**config.mk**
```make
export PLATFORM = sky130hd
export DESIGN_NAME = stream_mux_arb_flat
export DESIGN_NICKNAME = d
export VERILOG_FILES = /design/src/rtl/stream_mux_arb_if.sv /design/src/rtl/stream_mux_arb.sv /design/src/flat_wrapper.sv
export SDC_FILE = /design/constraint.sdc
export NUM_CORES = 1
export LEC_CHECK = 0
export CORE_ASPECT_RATIO = 1.25
export CORE_MARGIN = 2
export CORE_UTILIZATION = 30
export CTS_CLUSTER_SIZE = 40
export DETAILED_ROUTE_END_ITERATION = 12
export GPL_TIMING_DRIVEN = 0
export PLACE_DENSITY = 0.65
export SLEW_MARGIN = 20
export SYNTH_ARGS = -nofsm -noshare
export SYNTH_HDL_FRONTEND = slang
export SYNTH_SLANG_ARGS = --single-unit
```
**constraint.sdc**
```tcl
create_clock -name clk -period 2.4 [get_ports clk]
set_clock_uncertainty 0.1 [all_clocks]
set_input_delay 0.48 -clock clk [delete_from_list [all_inputs] [get_ports clk]]
set_output_delay 0.48 -clock clk [all_outputs]
set_load 0.01 [all_outputs]
```
**src/rtl/stream_mux_arb_if.sv**
```systemverilog
// Handshake bundle for stream_mux_arb: N flattened producer lanes in, one registered consumer lane out.
// Optional STREAM_MUX_LOCK_EN adds din_last/dout_last for packet locking.
interface stream_mux_arb_if #(
  parameter int unsigned WIDTH = 4,
  parameter int unsigned NCH   = 4,
  parameter int unsigned SELW  = 2
);
  logic [NCH*WIDTH-1:0] din;
  logic [NCH-1:0]       din_valid;
  logic [NCH-1:0]       din_ready;
  logic [WIDTH-1:0]     dout;
  logic [SELW-1:0]      dout_ch;
  logic                 dout_valid;
  logic                 dout_ready;
`ifdef STREAM_MUX_LOCK_EN
  logic [NCH-1:0]       din_last;
  logic                 dout_last;

  modport master (
    output din, din_valid, din_last, dout_ready,
    input  din_ready, dout, dout_ch, dout_valid, dout_last
  );

  modport slave (
    input  din, din_valid, din_last, dout_ready,
    output din_ready, dout, dout_ch, dout_valid, dout_last
  );
`else
  modport master (
    output din, din_valid, dout_ready,
    input  din_ready, dout, dout_ch, dout_valid
  );

  modport slave (
    input  din, din_valid, dout_ready,
    output din_ready, dout, dout_ch, dout_valid
  );
`endif
endinterface

```
**src/rtl/stream_mux_arb.sv**
```systemverilog
// N-channel valid/ready stream mux with registered output; external-select or round-robin grant.
// Define STREAM_MUX_LOCK_EN to hold the grant on a channel until it sends a beat with din_last=1.
module stream_mux_arb #(
  parameter int unsigned WIDTH = 4,
  parameter int unsigned NCH   = 4,
  parameter int unsigned SELW  = 2
) (
  input  logic            clk,
  input  logic            rst,
  input  logic            mode,
  input  logic [SELW-1:0] sel,
  stream_mux_arb_if.slave stream
);

  logic [SELW-1:0]  rr_ptr;
  logic [SELW-1:0]  rr_grant;
  logic             rr_found;
  logic [SELW-1:0]  grant;
  logic             grant_vld;
  logic             load_ok;
  logic             xfer;
  logic [WIDTH-1:0] grant_data;

`ifdef STREAM_MUX_LOCK_EN
  typedef enum logic {ARB, LOCKED} lock_state_t;
  lock_state_t     lock_state;
  logic [SELW-1:0] lock_ch;
  logic            grant_last;
`endif

  function automatic int unsigned wrap(input int unsigned v);
    return (v >= NCH) ? v - NCH : v;
  endfunction

  assign load_ok = !stream.dout_valid || stream.dout_ready;

  // Outer loop walks priority order rr_ptr+1, rr_ptr+2, ...; first valid hit wins.
  always_comb begin
    rr_found = 1'b0;
    rr_grant = '0;
    for (int unsigned k = 1; k <= NCH; k++) begin
      for (int unsigned i = 0; i < NCH; i++) begin
        if (!rr_found && stream.din_valid[i] && (wrap(32'(rr_ptr) + k) == i)) begin
          rr_found = 1'b1;
          rr_grant = SELW'(i);
        end
      end
    end
  end

  always_comb begin
    grant     = sel;
    grant_vld = (32'(sel) < NCH);
    if (mode) begin
      grant     = rr_grant;
      grant_vld = rr_found;
    end
`ifdef STREAM_MUX_LOCK_EN
    if (lock_state == LOCKED) begin
      grant     = lock_ch;
      grant_vld = 1'b1;
    end
`endif
  end

  always_comb begin
    stream.din_ready = '0;
    for (int unsigned i = 0; i < NCH; i++) begin
      stream.din_ready[i] = load_ok && grant_vld && (grant == SELW'(i));
    end
  end

  assign xfer = |(stream.din_valid & stream.din_ready);

  always_comb begin
    grant_data = '0;
    for (int unsigned i = 0; i < NCH; i++) begin
      if (grant == SELW'(i)) grant_data = stream.din[i*WIDTH +: WIDTH];
    end
  end

`ifdef STREAM_MUX_LOCK_EN
  always_comb begin
    grant_last = 1'b0;
    for (int unsigned i = 0; i < NCH; i++) begin
      if (grant == SELW'(i)) grant_last = stream.din_last[i];
    end
  end
`endif

  always_ff @(posedge clk) begin
    if (rst) begin
      stream.dout       <= '0;
      stream.dout_ch    <= '0;
      stream.dout_valid <= 1'b0;
      rr_ptr            <= SELW'(NCH - 1);
`ifdef STREAM_MUX_LOCK_EN
      stream.dout_last  <= 1'b0;
      lock_state        <= ARB;
      lock_ch           <= '0;
`endif
    end else if (xfer) begin
      stream.dout       <= grant_data;
      stream.dout_ch    <= grant;
      stream.dout_valid <= 1'b1;
      if (mode) rr_ptr <= grant;
`ifdef STREAM_MUX_LOCK_EN
      stream.dout_last  <= grant_last;
      if (grant_last) begin
        lock_state <= ARB;
      end else begin
        lock_state <= LOCKED;
        lock_ch    <= grant;
      end
`endif
    end else if (stream.dout_ready) begin
      stream.dout_valid <= 1'b0;
    end
  end

  a_ready_onehot: assert property (@(posedge clk) $onehot0(stream.din_ready));

  a_hold_on_stall: assert property (@(posedge clk) disable iff (rst)
    stream.dout_valid && !stream.dout_ready |=>
      stream.dout_valid && $stable(stream.dout) && $stable(stream.dout_ch));

endmodule

```
**src/flat_wrapper.sv**
```systemverilog
// flat-port wrapper written by rule: the top's interface ports become plain ports
module stream_mux_arb_flat 
#(
  parameter int unsigned WIDTH = 4,
  parameter int unsigned NCH   = 4,
  parameter int unsigned SELW  = 2
)
  (clk, rst, mode, sel, stream_din, stream_din_valid, stream_dout_ready, stream_din_ready, stream_dout, stream_dout_ch, stream_dout_valid);
  stream_mux_arb_if #(.WIDTH(WIDTH), .NCH(NCH), .SELW(SELW)) stream_i ();
  input  logic clk;
  input  logic rst;
  input  logic mode;
  input  logic [SELW-1:0] sel;
  input wire logic [$bits(stream_i.din)-1:0] stream_din;
  input wire logic [$bits(stream_i.din_valid)-1:0] stream_din_valid;
  input wire logic [$bits(stream_i.dout_ready)-1:0] stream_dout_ready;
  output wire logic [$bits(stream_i.din_ready)-1:0] stream_din_ready;
  output wire logic [$bits(stream_i.dout)-1:0] stream_dout;
  output wire logic [$bits(stream_i.dout_ch)-1:0] stream_dout_ch;
  output wire logic [$bits(stream_i.dout_valid)-1:0] stream_dout_valid;
  assign stream_i.din = stream_din;
  assign stream_i.din_valid = stream_din_valid;
  assign stream_i.dout_ready = stream_dout_ready;
  assign stream_din_ready = stream_i.din_ready;
  assign stream_dout = stream_i.dout;
  assign stream_dout_ch = stream_i.dout_ch;
  assign stream_dout_valid = stream_i.dout_valid;
  stream_mux_arb #(.WIDTH(WIDTH), .NCH(NCH), .SELW(SELW)) u_core (.clk(clk), .rst(rst), .mode(mode), .sel(sel), .stream(stream_i));
endmodule
```
After elaboration in Yosys (flattened, before gate mapping)
Index checks and enable logic that the tools add are counted.

word-level totals
  register bits after elaboration = 9
  bits of input ports = 26
  output and inout port bits = 11
  word-level logic and storage cells = 136

cells by class
  mux-type cells = 43
  add/subtract/negate cells = 8
  eq/ne operators = 15
  reduce and logical (&&, ||, !) cells = 61
  magnitude comparators = 4
  bitwise logic cells = 1

operator list
  cell                                                                 count
  equality test 32 x 2 -> 1 bit (second input constant)                8
  equality test 32 x 1 -> 1 bit (second input constant)                4
  greater-or-equal comparator 32 x 3 -> 1 bit (second input constant)  4
  zero test 32 bit                                                     4
  two-way mux 32 bit                                                   4
  subtractor 32 x 3 -> 32 bit (second input constant)                  4
  logical AND 1 bit                                                    36
  two-way mux 2 bit                                                    15
  two-way mux 1 bit                                                    20
  zero test 1 bit                                                      16
  two-way mux 4 bit                                                    4
  adder 2 x 2 -> 3 bit (second input constant)                         2
  adder 2 x 3 -> 4 bit (second input constant)                         1
  AND 4 bit                                                            1
  equality test 2 bit (second input constant)                          2
  OR reduction 4 bit                                                   1
  adder 2 x 1 -> 3 bit (second input constant)                         1
  equality test 2 x 1 -> 1 bit (second input constant)                 1
  zero test 2 bit                                                      1
  AND reduction 2 bit                                                  1
  nonzero test 2 bit                                                   1
  logical OR 1 bit                                                     1

Depth between registers and ports, before layout
  word-level depth = 72
  mapped depth = 8
  gate-level depth less buffers = 6

Worst setup path before layout
No wires, ideal clock.

  kind = input-to-output
  start = in stream_din_valid[3]
  end = out stream_din_ready[0]
  stages = 5
  arrival = 1610 ps
  setup slack = 210 ps
  data required time = 1820 ps
  buffers on the path = 1
  cells stage by stage = buf_2 a211oi_1 o32a_1 nand2_1 nor2_1

on the way
  longest elaborated chain between the ends = 54
  elaborated cells between the ends (all ways) = 69
  classes of those cells = mux (28); reduce/logical (41)

ends and longest elaborated chain
  element                                                 RTL line              RTL
  from (decl)                                             flat_wrapper.sv:15    input wire logic [$bits(stream_i.din_valid)-1:0] stream_din_valid;
  logical AND 1 bit (2 in a row)                          stream_mux_arb.sv:43  if (!rr_found && stream.din_valid[i] && (wrap(32'(rr_ptr) + k) == i)) begin
  two-way mux 1 bit                                       stream_mux_arb.sv:43
  zero test 1 bit                                         stream_mux_arb.sv:43
  logical AND 1 bit (2 in a row)                          stream_mux_arb.sv:43
  two-way mux 1 bit                                       stream_mux_arb.sv:43
  zero test 1 bit                                         stream_mux_arb.sv:43
  logical AND 1 bit (2 in a row)                          stream_mux_arb.sv:43
  two-way mux 1 bit                                       stream_mux_arb.sv:43
  (+33 left out)                                          -
  logical AND 1 bit (2 in a row)                          stream_mux_arb.sv:43
  two-way mux 1 bit                                       stream_mux_arb.sv:43
  zero test 1 bit                                         stream_mux_arb.sv:43
  logical AND 1 bit (2 in a row)                          stream_mux_arb.sv:43
  two-way mux 2 bit or two-way mux 1 bit (tied branches)  stream_mux_arb.sv:43
  two-way mux 2 bit or two-way mux 1 bit (tied branches)  stream_mux_arb.sv:54  if (mode) begin
  zero test 2 bit or logical AND 1 bit (tied branches)    stream_mux_arb.sv:69  stream.din_ready[i] = load_ok && grant_vld && (grant == SELW'(i));
  logical AND 1 bit (*)                                   stream_mux_arb.sv:69
  to (decl)                                               flat_wrapper.sv:17    output wire logic [$bits(stream_i.din_ready)-1:0] stream_din_ready;

Every way passes the cells marked *; elsewhere a longest branch is shown, timed or not.

Final worst setup path
  start = in stream_din_valid[3]
  end = out stream_din_ready[1]

on the way
  longest elaborated chain between the ends = 54
  elaborated cells between the ends (all ways) = 69
  classes of those cells = eq/ne (1); mux (28); reduce/logical (40)

ends and longest elaborated chain
  element                                                            RTL line
  logical AND 1 bit (2 in a row)                                     stream_mux_arb.sv:43
  two-way mux 1 bit                                                  stream_mux_arb.sv:43
  zero test 1 bit                                                    stream_mux_arb.sv:43
  logical AND 1 bit (2 in a row)                                     stream_mux_arb.sv:43
  two-way mux 1 bit                                                  stream_mux_arb.sv:43
  zero test 1 bit                                                    stream_mux_arb.sv:43
  logical AND 1 bit (2 in a row)                                     stream_mux_arb.sv:43
  two-way mux 1 bit                                                  stream_mux_arb.sv:43
  (+33 left out)                                                     -
  logical AND 1 bit (2 in a row)                                     stream_mux_arb.sv:43
  two-way mux 1 bit                                                  stream_mux_arb.sv:43
  zero test 1 bit                                                    stream_mux_arb.sv:43
  logical AND 1 bit (2 in a row)                                     stream_mux_arb.sv:43
  two-way mux 2 bit or two-way mux 1 bit (tied branches)             stream_mux_arb.sv:43
  two-way mux 2 bit or two-way mux 1 bit (tied branches)             stream_mux_arb.sv:54
  equality test 2 x 1 -> 1 bit or logical AND 1 bit (tied branches)  stream_mux_arb.sv:69
  logical AND 1 bit (*)                                              stream_mux_arb.sv:69

Marked as above.

==> results.json <==
{
  "cts_root_buffer": "clkbuf_4",
  "start_util_pct": 30.8,
  "area_delta_synth_final_pct": 72.4,
  "maxCapViolCount": 0,
  "power_uw": 597,
  "grt-ovfl-total": 0,
  "hold_buffers": 0,
  "hold_class": "reg -> reg",
  "fin_setup_tns_ns": 0,
  "antenna_found_initial": 0,
  "core_sq_um": 2380,
  "port-buffer-count": 34,
  "ys.flop_type": "dfxtp_1",
  "drive_gt1_share_pct": 28.0,
  "nets": 159,
  "final_cell_count_no_fill": 165,
  "drtAntennaViolNets": 0,
  "synth_area_leaders": "dfxtp_1 25%, mux4_2 12%, a21oi_1 6.8%",
  "ys_seq_area_share_pct": 24.6,
  "yosysWarningCount": 0,
  "syn_area_sq_um": 733,
  "dpl_worst_slack_ns": -0.870,
  "ys_ff_latch": 9,
  "worstPathArrival_ns": 1.77,
  "post-route-min-period_ns": 2.35,
  "wl_um": 2270,
  "synth-edff-count": 0,
  "place_hpwl_um": 1590,
  "synth_most_common_cell": "a21oi_1",
  "clock-sinks": 9,
  "powerDensity_nw_per_um2": 472,
  "remaining_drc_errors": 0,
  "postSynthAreaPerCell_sq_um": 8.33,
  "criticalPathCategory": "in -> out",
  "crit_chain": "clkbuf_4 -> nand3b_1 -> o21ai_4 -> o32a_4 -> nand2_1 -> nor2_1 -> dlygate4sd2_1",
  "hold_slack_ns": 0.387,
  "finalWorstSetupSlack_ns": 0.0496,
  "cp_num_buf_inv": 2,
  "place_congestion": 0.789,
  "rsz0062_at_grt": "yes",
  "insertion_delay_ns": 0.26,
  "finalSetupViolCount": 0,
  "tightestPinTransition_ns": 0.457,
  "synth_top_area_share_pct": 24.6,
  "crit_required_ns": 1.82,
  "synthArstFlopShare_pct": 0,
  "cpMaxStageDelayCell": "o32a_4",
  "maxSlewViolCount": 0,
  "hold_viol": 0,
  "tritoncts": "built",
  "cp_top_family": "compound AO/OA/AOI/OAI gates",
  "post-route-period-util_pct": 97.9,
  "synthTopCellsByCount": "10 x a21oi_1, 9 x dfxtp_1, 7 x nor2_1, 7 x o21ai_0, 6 x inv_1",
  "worstSetupStartpointType": "primary input",
  "grt_max_degree": 11,
  "grt_pass1_wl_um": 3480,
  "num_rows": 20,
  "fill_cells": 224,
  "vias": 883,
  "synth_cell_types": 35,
  "avgViaCountPerCell": 5.35,
  "die_height_um": 59.3,
  "path_max_fanout": 9,
  "fmax_mhz": 425,
  "outcome": "complete, no violations",
  "end_kind": "output port",
  "critPathMaxStageDelay_ns": 0.41,
  "avgRoutedWirePerCell_um": 13.8,
  "syn_inst": 88,
  "grt_use_total_pct": 17.0,
  "first_pass_iters": 4,
  "drt_iter0_markers": 6,
  "synth_nets": 114,
  "vdd_ir_drop_max_mv": 0.220,
  "maxSlewHeadroom_pct": 69.5,
  "grt_pass1_vias": 851,
  "die-area_sq_um": 2860,
  "placedCellCount": 155,
  "cts.path.max_buffers": 2,
  "ios": 37,
  "numCtsBuffers": 3,
  "htree_levels": 1,
  "antenna_cells": 0,
  "synth_top_area_cell": "dfxtp_1",
  "p_leak_nw": 0.485,
  "path_clk_slew_ns": 0.06,
  "die_w_um": 48.2
}
registers in the layout, summed over array words and instances, names as in the netlist:
| signal | flops |
|---|---|
| u_core.stream.dout | 4 |
| u_core.rr_ptr | 2 |
| u_core.stream.dout_ch | 2 |
| u_core.stream.dout_valid | 1 |
layout make-up:
cell class	instances	area [sq um]	area share (%)
multi-input combinational	68	591	46.7
timing repair buffer	40	357	28.2
sequential	9	181	14.4
buffer	5	45.0	3.56
tap	33	41.3	3.27
clock buffer	4	26.3	2.08
inverter	6	22.5	1.78
timing repair:
item | 4_1_cts | 5_1_grt
setup buffers | 6 | 0
pin swaps | 3 | 3
setup endpoints to repair | 9 | 7
gates resized for setup | 39 | 10
report_power, final:
group	internal (mW)	switching [mW]
Sequential	0.170	0.0140
Clock	0.0641	0.0535
Combinational	0.158	0.137
kinds of logic after synthesis:
| kind of cell | synth area share (%) |
|---|---|
| flops | 24.6 |
| mux | 13.7 |
| compound gates | 37.5 |
| buf+inv | 7.51 |
| simple gates | 16.7 |
cell usage in the layout (no fill, tap or decap), drive strengths merged, types with 2 or more instances in the layout:
cell           netlist  layout
clkdlybuf4s50        0      26
buf                  5      15
a21oi               10      10
o21ai               10      10
dfxtp                9       9
nor2                 7       7
inv                  6       6
nand3                5       5
clkbuf               0       5
nand2                5       5
mux4                 4       4
a211o                3       3
dlygate4sd2          0       3
nand3b               2       2
o31ai                2       2
o21a                 2       2
a31oi                2       2
o211ai               2       2
through the flow:
step / util (%) / area, sq um
finish: 53.2 / 1260
global route: 53.2 / 1260
CTS: 51.9 / 1230
floorplan: - / 733
global placement: 46.9 / 1110
detailed placement: 46.9 / 1110
path summary, 6_finish.rpt:
kind,startpoint,end,slack [ns],cells after the start
setup / recovery,stream_din_valid[3],stream_din_ready[1],0.05,7
hold / removal,u_core.stream.dout[1],u_core.stream.dout[1],0.39,2
setup reg to reg,u_core.rr_ptr[1],u_core.stream.dout[3],0.35,8
hold reg to reg,u_core.stream.dout[1],u_core.stream.dout[1],0.39,2
worst min-delay path, stage by stage, from the launching register on:
cell	delay [ns]
dfxtp_1	0.31
o21ai_0	0.07
a21oi_1	0.06
metal layers:
metal / global-route usage, % / vias to the layer above / routed length (um)
met1: 17.4 / 413 / 860
li1: - / 426 / -
met5: 0 / - / 0
met3: 4.27 / 8 / 109
met2: 29.7 / 36 / 1240
met4: 9.27 / 0 / 62
Note: power is estimated with default switching activity, not from simulation.
